File: config.mk
export PLATFORM = sky130hd
export DESIGN_NAME = chess_sound
export DESIGN_NICKNAME = d
export VERILOG_FILES = /design/src/rtl/sound_pkg.sv /design/src/rtl/tone_gen.sv /design/src/rtl/chess_sound.sv
export SDC_FILE = /design/constraint.sdc
export NUM_CORES = 1
export LEC_CHECK = 0
export CAP_MARGIN = 30
export CORE_UTILIZATION = 25
export DETAILED_ROUTE_END_ITERATION = 6
export PLACE_DENSITY = 0.38
export SLEW_MARGIN = 20
export SYNTH_ARGS = -nofsm -noshare
export SYNTH_HDL_FRONTEND = slang
export SYNTH_SLANG_ARGS = --single-unit
File: constraint.sdc
create_clock -name clk -period 3.9 [get_ports clk]
set_input_delay 0.78 -clock clk [delete_from_list [all_inputs] [get_ports clk]]
set_output_delay 0.78 -clock clk [all_outputs]
set_load 0.01 [all_outputs]
File: src/rtl/sound_pkg.sv
// Shared types, note frequencies and melody lookup for the chess audio stage.
// Latency: n/a (constants and pure functions only).
// Backpressure: n/a.
package sound_pkg;

    typedef enum logic [1:0] {IDLE, PLAY, GAP} state_t;

    localparam int F_A3 = 220;
    localparam int F_C5 = 523;
    localparam int F_E5 = 659;
    localparam int F_G5 = 784;
    localparam int F_A5 = 880;
    localparam int F_C6 = 1047;

    function automatic int half_cycles(input int clk_hz, input int f);
        return clk_hz / (2 * f);
    endfunction

    function automatic int melody_len(input logic [2:0] code);
        int n;
        case (code)
            3'd0:       n = 1;
            3'd5:       n = 3;
            3'd6, 3'd7: n = 4;
            default:    n = 2;
        endcase
        return n;
    endfunction

    function automatic int melody_freq(input logic [2:0] code, input logic [1:0] idx);
        int f;
        f = F_C6;
        case (code)
            3'd0: f = F_C6;
            3'd1: f = (idx == 2'd0) ? F_E5 : F_G5;
            3'd2: f = (idx == 2'd0) ? F_G5 : F_C6;
            3'd3: f = F_A3;
            3'd4: f = F_A5;
            3'd5: f = (idx == 2'd0) ? F_C5 : (idx == 2'd1) ? F_E5 : F_G5;
            3'd6: f = (idx == 2'd0) ? F_C5 : (idx == 2'd1) ? F_E5 :
                      (idx == 2'd2) ? F_G5 : F_C6;
            default: f = (idx == 2'd0) ? F_C6 : (idx == 2'd1) ? F_G5 :
                         (idx == 2'd2) ? F_E5 : F_C5;
        endcase
        return f;
    endfunction

endpackage

File: src/rtl/tone_gen.sv
// Square-wave generator: sq toggles every `half` cycles, held at 0 while clear.
// Latency: first rising edge `half` cycles after clear drops.
// Backpressure: none.
module tone_gen #(
    parameter int HW = 18
) (
    input  logic          clk,
    input  logic          rstn,
    input  logic          clear,
    input  logic [HW-1:0] half,
    output logic          sq
);

    logic [HW-1:0] half_cnt;

    always_ff @(posedge clk) begin
        if (!rstn || clear) begin
            half_cnt <= '0;
            sq       <= 1'b0;
        end else if (half_cnt == half - HW'(1)) begin
            half_cnt <= '0;
            sq       <= ~sq;
        end else begin
            half_cnt <= half_cnt + HW'(1);
        end
    end

endmodule

File: src/rtl/chess_sound.sv
// Melody sequencer: plays 1-4 square-wave notes with silent gaps per sound_code.
// Latency: PLAY entered two edges after play_sound is first sampled high.
// Backpressure: none; a new trigger aborts and restarts the current melody.
module chess_sound
    import sound_pkg::*;
#(
    parameter int CLK_HZ  = 100_000_000,
    parameter int NOTE_MS = 120,
    parameter int GAP_MS  = 10
) (
    input  logic       clk,
    input  logic       rstn,
    input  logic [2:0] sound_code,
    input  logic       play_sound,
    input  logic       enable,
    output logic       pwm,
    output logic       sd,
    output logic       busy
);

    localparam int NOTE_CYC = CLK_HZ / 1000 * NOTE_MS;
    localparam int GAP_CYC  = CLK_HZ / 1000 * GAP_MS;
    localparam int DW       = (NOTE_CYC > 1) ? $clog2(NOTE_CYC) : 1;
    localparam int GW       = (GAP_CYC > 1) ? $clog2(GAP_CYC) : 1;
    localparam int HALF_MAX = half_cycles(CLK_HZ, F_A3);
    localparam int HW       = $clog2(HALF_MAX + 1);

    state_t        state, state_nxt;
    logic          prev_ps, arm, trig;
    logic [2:0]    code_s, code_q;
    logic [1:0]    note_idx, idx_nxt;
    logic [DW-1:0] dur_cnt;
    logic [GW-1:0] gap_cnt;
    logic          dur_end, gap_end, last_note, tone_clr, sq;

    // Half-period per (code, note), folded to constants at elaboration.
    logic [HW-1:0] half_tab [32];
    for (genvar g = 0; g < 32; g++) begin : g_half
        assign half_tab[g] = HW'(half_cycles(CLK_HZ, melody_freq(3'(g / 4), 2'(g % 4))));
    end

    // arm blocks a false trigger when play_sound is already high as reset lifts.
    always_ff @(posedge clk) begin
        if (!rstn) begin
            prev_ps <= 1'b0;
            arm     <= ~play_sound;
            trig    <= 1'b0;
            code_s  <= '0;
        end else begin
            prev_ps <= play_sound;
            arm     <= arm | ~play_sound;
            trig    <= play_sound & ~prev_ps & arm;
            if (play_sound && !prev_ps)
                code_s <= sound_code;
        end
    end

    assign dur_end   = (dur_cnt == DW'(NOTE_CYC - 1));
    assign gap_end   = (gap_cnt == GW'(GAP_CYC - 1));
    assign last_note = (note_idx == 2'(melody_len(code_q) - 1));

    always_comb begin
        state_nxt = state;
        idx_nxt   = note_idx;
        if (trig) begin
            state_nxt = PLAY;
            idx_nxt   = 2'd0;
        end else begin
            unique case (state)
                IDLE: state_nxt = IDLE;
                PLAY: if (dur_end) state_nxt = GAP;
                GAP: begin
                    if (gap_end) begin
                        if (last_note) begin
                            state_nxt = IDLE;
                        end else begin
                            state_nxt = PLAY;
                            idx_nxt   = note_idx + 2'd1;
                        end
                    end
                end
                default: state_nxt = IDLE;
            endcase
        end
    end

    always_ff @(posedge clk) begin
        if (!rstn) begin
            state    <= IDLE;
            note_idx <= 2'd0;
            code_q   <= '0;
            dur_cnt  <= '0;
            gap_cnt  <= '0;
        end else begin
            state    <= state_nxt;
            note_idx <= idx_nxt;
            if (trig)
                code_q <= code_s;
            if (trig || state != PLAY || state_nxt != PLAY)
                dur_cnt <= '0;
            else
                dur_cnt <= dur_cnt + DW'(1);
            if (trig || state != GAP || state_nxt != GAP)
                gap_cnt <= '0;
            else
                gap_cnt <= gap_cnt + GW'(1);
        end
    end

    assign tone_clr = trig | (state != PLAY) | (state_nxt != PLAY);

    tone_gen #(.HW(HW)) u_tone (
        .clk   (clk),
        .rstn  (rstn),
        .clear (tone_clr),
        .half  (half_tab[{code_q, note_idx}]),
        .sq    (sq)
    );

    assign pwm  = sq & enable;
    assign sd   = (state == PLAY) & enable;
    assign busy = (state != IDLE);

endmodule

==> flow_summary_export.csv, run 1 <==
group,metric,value,unit
global_routing,grt_max_degree,45,
worst_setup_path,slowest_stage,"nor4_1",
logic_synthesis,ys_types,66,
global_routing,antenna_found_initial,0,
global_routing,overflow,0,
floorplan,die_area,0.0183,sq mm
floorplan,start_util,0.256,
worst_setup_path,path_cells,"inv_1 -> ha_1 -> or2_1 -> a21oi_1 -> nor2_1 -> ha_1 -> xnor2_1 -> a211oi_1 -> o21ai_0 -> nor4_1 -> o2111ai_1 -> nor4_1 -> mux2_2",
logic_synthesis,synth-main-ff-cell,"dfxtp_1",
detailed_routing,drt_iter0_drc,153,
timing,fmax,288,MHz
finish,drive_gt1_frac,0.0863,
power_and_ir_drop,power,0.00161,W
floorplan,die_x,135,microns
timing,worst_pin_slew,0.602,ns
detailed_routing,drc,0,
placed_design,hpwl,7.13,mm
power_and_ir_drop,peakVddDrop,0.221,mV
placed_design,io_buffers,9,
logic_synthesis,synth-edff-count,0,
global_routing,grt_pass1_vias,3246,
power_and_ir_drop,p_leak,1.68,nW
run_status,status,"finished, final reports clean",
floorplan,core_area,0.0174,sq mm
clock_tree,cts_resized,0,
power_and_ir_drop,power.density,319,mW/mm^2
detailed_routing,vias,3435,
worst_setup_path,endpoint_kind,"flop",
clock_tree,numClockSinks,76,
detailed_routing,viasPerCell,4.53,
clock_tree,post-cts-setup-buffers,0,
logic_synthesis,synth_nets,544,
timing,rsz0062_at_grt,"no",
clock_tree,cts_htree_levels,3,
worst_setup_path,r2r_setup_slack,0.43,ns
logic_synthesis,ys_seq_elements,76,
timing,relSlewSlack,0.597,
timing,hold_violations,0,
timing,period_needed,3.47,ns
clock_tree,ctsHoldBuffers,0,
timing,hold_slack,0.441,ns
finish,antenna_cells,0,
timing,skew,0.00998,ns
logic_synthesis,syn_inst,519,
detailed_routing,route.final.wire_length,9.74,mm
logic_synthesis,synth_async_sr_flop_share,0,
worst_setup_path,startpoint_type,"flop",
clock_tree,tritoncts,"done",
detailed_routing,avgRoutedWirePerCell,12.8,microns
timing,drv_slew,0,
floorplan,ios,10,
worst_setup_path,critPathMaxFanout,7,
logic_synthesis,synth_warnings,0,
timing,setup_viol,0,
logic_synthesis,synth-seq-area-share,0.342,
timing,fin_crit_sh,0.891,
min_path,hold_class,"reg -> reg",
global_routing,grt_pass1_wl,16.2,mm
timing,finalSetupTns,0,ns
flow_run,maxCapViolCount,0,
placed_design,place.gp.congestion,0.776,
clock_tree,cts-buffers-inserted,9,
clock_tree,insertion_delay,0.34,ns
floorplan,num_rows,48,
clock_tree,path_clk_slew,0.06,ns
finish,nets,554,
clock_tree,clockBufferDepth,2,
worst_setup_path,critPathMaxStageDelay,0.40,ns
global_routing,track_usage,0.114,
floorplan,chipHeight,135,microns
logic_synthesis,avgSynthCellArea,8.56,sq um
finish,syn_to_final_growth,13.4,%
clock_tree,root_buffer,"clkbuf_16",
worst_setup_path,cp.required,4.12,ns
detailed_routing,drtAntennaViolNets,0,
worst_setup_path,arrival,3.70,ns
logic_synthesis,syn-cell-area,0.00444,sq mm
detailed_routing,drtPass1Iterations,4,
worst_setup_path,setup.worst_path.class,"reg -> reg",
-- power breakdown --
part | switching [W] | internal [W]
Clock | 0.000333 | 0.000445
Combinational | 0.0000234 | 0.0000222
Sequential | 0.00000385 | 0.000781
-- path summary, 6_finish.rpt --
kind                             startpoint   endpoint  cells past startpoint
worst min register to register          arm       trig                      2
worst max register to register  note_idx[0]  u_tone.sq                     13
worst min-delay path                    arm       trig                      2
worst max-delay path            note_idx[0]  u_tone.sq                     13
-- sequential cells by signal, summed over array words and instances, names as in the netlist --
| name | cells |
|---|---|
| prev_ps | 1 |
| code_s | 3 |
| dur_cnt | 24 |
| trig | 1 |
| u_tone.sq | 1 |
| note_idx | 2 |
| gap_cnt | 20 |
| u_tone.half_cnt | 18 |
| state | 2 |
| arm | 1 |
| code_q | 3 |
-- cell type report --
cell class                 count  area (sq um)
clock buffer                  10           239
clock inverter                 5          36.3
fill                        1877         12300
inverter                      21          78.8
multi-input combinational    402          2710
sequential                    76          1520
tap                          225           282
timing repair buffer          19           169
-- synthesized netlist by cell type, types with 14 or more instances --
master / number / area share
ha_1: 18 / 0.051
dfxtp_1: 76 / 0.34
inv_1: 21 / 0.018
xnor2_1: 35 / 0.069
nor2_1: 71 / 0.060
nor2b_1: 14 / 0.020
a21oi_1: 15 / 0.017
xor2_1: 32 / 0.063
nor3_1: 14 / 0.016
and3_1: 19 / 0.027
nand2_1: 29 / 0.024
nand3_1: 27 / 0.030
-- through the flow --
stage	cells	setup slack, ns	cell area [sq um]	util
floorplan	519	0.506	4440	-
global placement	742	0.561	4750	0.274
detailed placement	742	0.457	4750	0.274
CTS	757	0.441	5030	0.290
global route	758	0.258	5040	0.290
finish	758	0.427	5040	0.290
-- critical path: cells and delay by family (launching register included) --
kind | cells | cell delay (ns)
AOI/OAI and AO/OA | 4 | 0.97
and+or+nand+nor | 4 | 0.93
adders and majority gates | 2 | 0.50
muxes | 1 | 0.37
DFF | 1 | 0.32
xor gates and xnor gates | 1 | 0.16
buffers and inverters | 1 | 0.09
-- placed cells by master, fill, tap and decap left out, drive strengths merged, types with 5 or more instances in the layout --
master         instances
ha                    18
o21ai                 13
dfxtp                 76
and2                   9
a211oi                 5
inv                   22
buf                   10
clkbuf                10
and3                  19
nor3b                  5
nand3                 27
xor2                  33
a21oi                 15
nor2b                 15
clkdlybuf4s50          9
nand4                 10
xnor2                 36
nand2b                 6
nor3                  24
nor2                  71
mux2i                  9
nand2                 29
-- routing by layer --
layer	routed length, microns	vias to the layer above	global-route usage
met3	192	17	0.0251
met1	4790	1585	0.147
met4	231	0	0.0537
met5	0	-	0
met2	4520	32	0.182
li1	-	1801	-
-- cells by family after synthesis --
logic type / synth area share
flops: 0.342
buf+inv: 0.0470
mux: 0.0253
xor+xnor: 0.139
fa+ha+maj: 0.0507
simple gates: 0.293
compound gates: 0.102
Power figures use the tool's default switching activity.
==> run 2: changes to the inputs <==
==> constraint.sdc (replaced) <==
create_clock -name clk -period 3.9 [get_ports clk]
set_input_delay 0.585 -clock clk [delete_from_list [all_inputs] [get_ports clk]]
set_output_delay 0.585 -clock clk [all_outputs]
set_load 0.01 [all_outputs]
==> results of run 2 <==
The final DEF is identical to that of run 1; final timing and power are the same.
==> run 3: changes to the inputs <==
--- a/config.mk
+++ b/config.mk
@@ -9,7 +9,6 @@
 export CORE_UTILIZATION = 25
 export DETAILED_ROUTE_END_ITERATION = 6
 export PLACE_DENSITY = 0.38
-export SLEW_MARGIN = 20
 export SYNTH_ARGS = -nofsm -noshare
 export SYNTH_HDL_FRONTEND = slang
 export SYNTH_SLANG_ARGS = --single-unit
==> flow_summary_export.csv, run 3 (synthesized netlist as in run 1, its figures left out) <==
group,metric,value,unit
placed_design,placed_area,0.00475,sq mm
run_status,status,"finished, final reports clean",
global_routing,antenna_found_initial,0,
detailed_routing,drtPass1Iterations,4,
global_routing,overflow,0,
clock_tree,clockBufferDepth,2,
flow_run,maxCapViolCount,0,
power_and_ir_drop,p_clk_frac,0.483,
finish,nFillCells,1879,
clock_tree,cts-buffers-inserted,9,
finish,stdcell_count,757,
global_routing,use_met3,0.0251,
power_and_ir_drop,switching_share,0.223,
detailed_routing,drt_iter0_drc,154,
floorplan,chipHeight,135,microns
power_and_ir_drop,seq_power_share,0.488,
worst_setup_path,rr_startpoint,"note_idx[0]",
floorplan,die_x,135,microns
floorplan,die_area,0.0183,sq mm
floorplan,start_util,0.256,
finish,largest_reg_flops,24,
min_path,hold_class,"reg -> reg",
finish,syn_to_final_growth,13.1,%
timing,relSlewSlack,0.435,
power_and_ir_drop,power.density,320,mW/mm^2
worst_setup_path,path_cells,"inv_1 -> ha_1 -> or2_1 -> a21oi_1 -> nor2_1 -> ha_1 -> xnor2_1 -> a211oi_1 -> o21ai_0 -> nor4_1 -> o2111ai_1 -> nor4_1 -> mux2_2",
worst_setup_path,cp.required,4.12,ns
timing,skew,0.00836,ns
global_routing,track_usage,0.114,
clock_tree,cts_htree_levels,3,
placed_design,io_buffers,9,
power_and_ir_drop,peakVddDrop,0.221,mV
timing,finalSetupTns,0,ns
finish,layout_commonest_cell,"dfxtp_1",
worst_setup_path,cp-startpoint,"note_idx[0]",
timing,worst_pin_slew,0.844,ns
timing,period_needed,3.47,ns
placed_design,place.gp.congestion,0.776,
detailed_routing,viasPerCell,4.55,
timing,rsz0062_at_grt,"no",
finish,multi_input_area,0.00271,sq mm
power_and_ir_drop,combPwrFrac,0.028,
worst_setup_path,startpoint_type,"flop",
min_path,hp-start,"arm",
clock_tree,numClockSinks,76,
clock_tree,tritoncts,"done",
floorplan,ios,10,
detailed_routing,vias,3441,
timing,setup_viol,0,
clock_tree,path_clk_slew,0.06,ns
finish,drive_gt1_frac,0.0846,
finish,design_area,0.00503,sq mm
finish,nets,553,
worst_setup_path,setup.worst_path.class,"reg -> reg",
global_routing,grt_pass1_wl,16.2,mm
worst_setup_path,critPathMaxFanout,7,
finish,antenna_cells,0,
finish,final-seq-area,0.00152,sq mm
power_and_ir_drop,p_switching,0.000359,W
detailed_routing,drtAntennaViolNets,0,
clock_tree,post-cts-setup-buffers,0,
finish,layout_common_cells,"dfxtp_1 (76), nor2_1 (71), xnor2_1 (35), xor2_1 (32), nand2_1 (29)",
clock_tree,root_buffer,"clkbuf_16",
finish,top_register,"dur_cnt",
global_routing,grt_use_met1,0.147,
clock_tree,ctsHoldBuffers,0,
timing,fin_crit_sh,0.889,
power_and_ir_drop,p_int,0.00125,W
worst_setup_path,arrival,3.69,ns
clock_tree,insertion_delay,0.34,ns
floorplan,num_rows,48,
placed_design,hpwl,7.13,mm
detailed_routing,avgRoutedWirePerCell,12.9,microns
global_routing,grt_max_degree,45,
worst_setup_path,critPathMaxStageDelay,0.40,ns
timing,fmax,289,MHz
floorplan,core_area,0.0174,sq mm
timing,hold_violations,0,
global_routing,grt.met2_usage,0.182,
worst_setup_path,endpoint_kind,"flop",
detailed_routing,drc,0,
clock_tree,cts_resized,0,
global_routing,grt_pass1_vias,3246,
global_routing,grt_busiest_layer,"met2",
worst_setup_path,path_delay_family,"compound AO/OA/AOI/OAI gates",
worst_setup_path,critPathBufInv,1,
worst_setup_path,slowest_stage,"nor4_1",
placed_design,placedCellCount,742,
power_and_ir_drop,p_leak,1.67,nW
power_and_ir_drop,power,0.00161,W
timing,drv_slew,0,
detailed_routing,route.final.wire_length,9.73,mm
finish,reg_top3,"dur_cnt x24, gap_cnt x20, u_tone.half_cnt x18",
## run 3: changes by cell type in the layout (fill, tap and decap cells not counted)
cell	before	now
buf_6	1	0
## run 3: area by class of cell
class	instances	area share
Inverter	21	0.0157
Timing Repair Buffer	18	0.0314
Tap cell	225	0.0560
Multi-Input combinational cell	402	0.540
Clock buffer	10	0.0475
Sequential cell	76	0.303
Clock inverter	5	0.00722
## run 3: power by group through the flow
stage	Clock [W]	Combinational [W]	Sequential [W]
finish	0.000777	0.0000456	0.000785
detailed placement	0	0.0000459	0.000802
global placement	0	0.0000464	0.000802
floorplan	0	0.0000327	0.000800
global route	0.000849	0.0000508	0.000785
CTS	0.000817	0.0000461	0.000784
## run 3: through the flow
stage	hold WS (ns)	util	setup WS (ns)
global placement	0.432	0.274	0.561
finish	0.443	0.290	0.434
floorplan	0.417	-	0.506
global route	0.474	0.290	0.258
detailed placement	0.439	0.274	0.457
CTS	0.448	0.290	0.441
## run 3: worst min-delay path: cells and delay by family (launching register included)
family	cells	cell delay, ns
flip-flops	1	0.30
AND/OR/NAND/NOR	2	0.10
## run 3: path summary, 6_finish.rpt
kind,end,slack [ns],cells past startpoint
hold reg to reg,trig,0.44,2
setup reg to reg,u_tone.sq,0.43,13
hold / removal,trig,0.44,2
setup / recovery,u_tone.sq,0.43,13
## run 3: layer usage
layer / up-vias / share of wire
li1: 1800 / -
met1: 1594 / 0.49
met2: 30 / 0.46
met3: 17 / 0.018
met4: 0 / 0.024
met5: - / 0
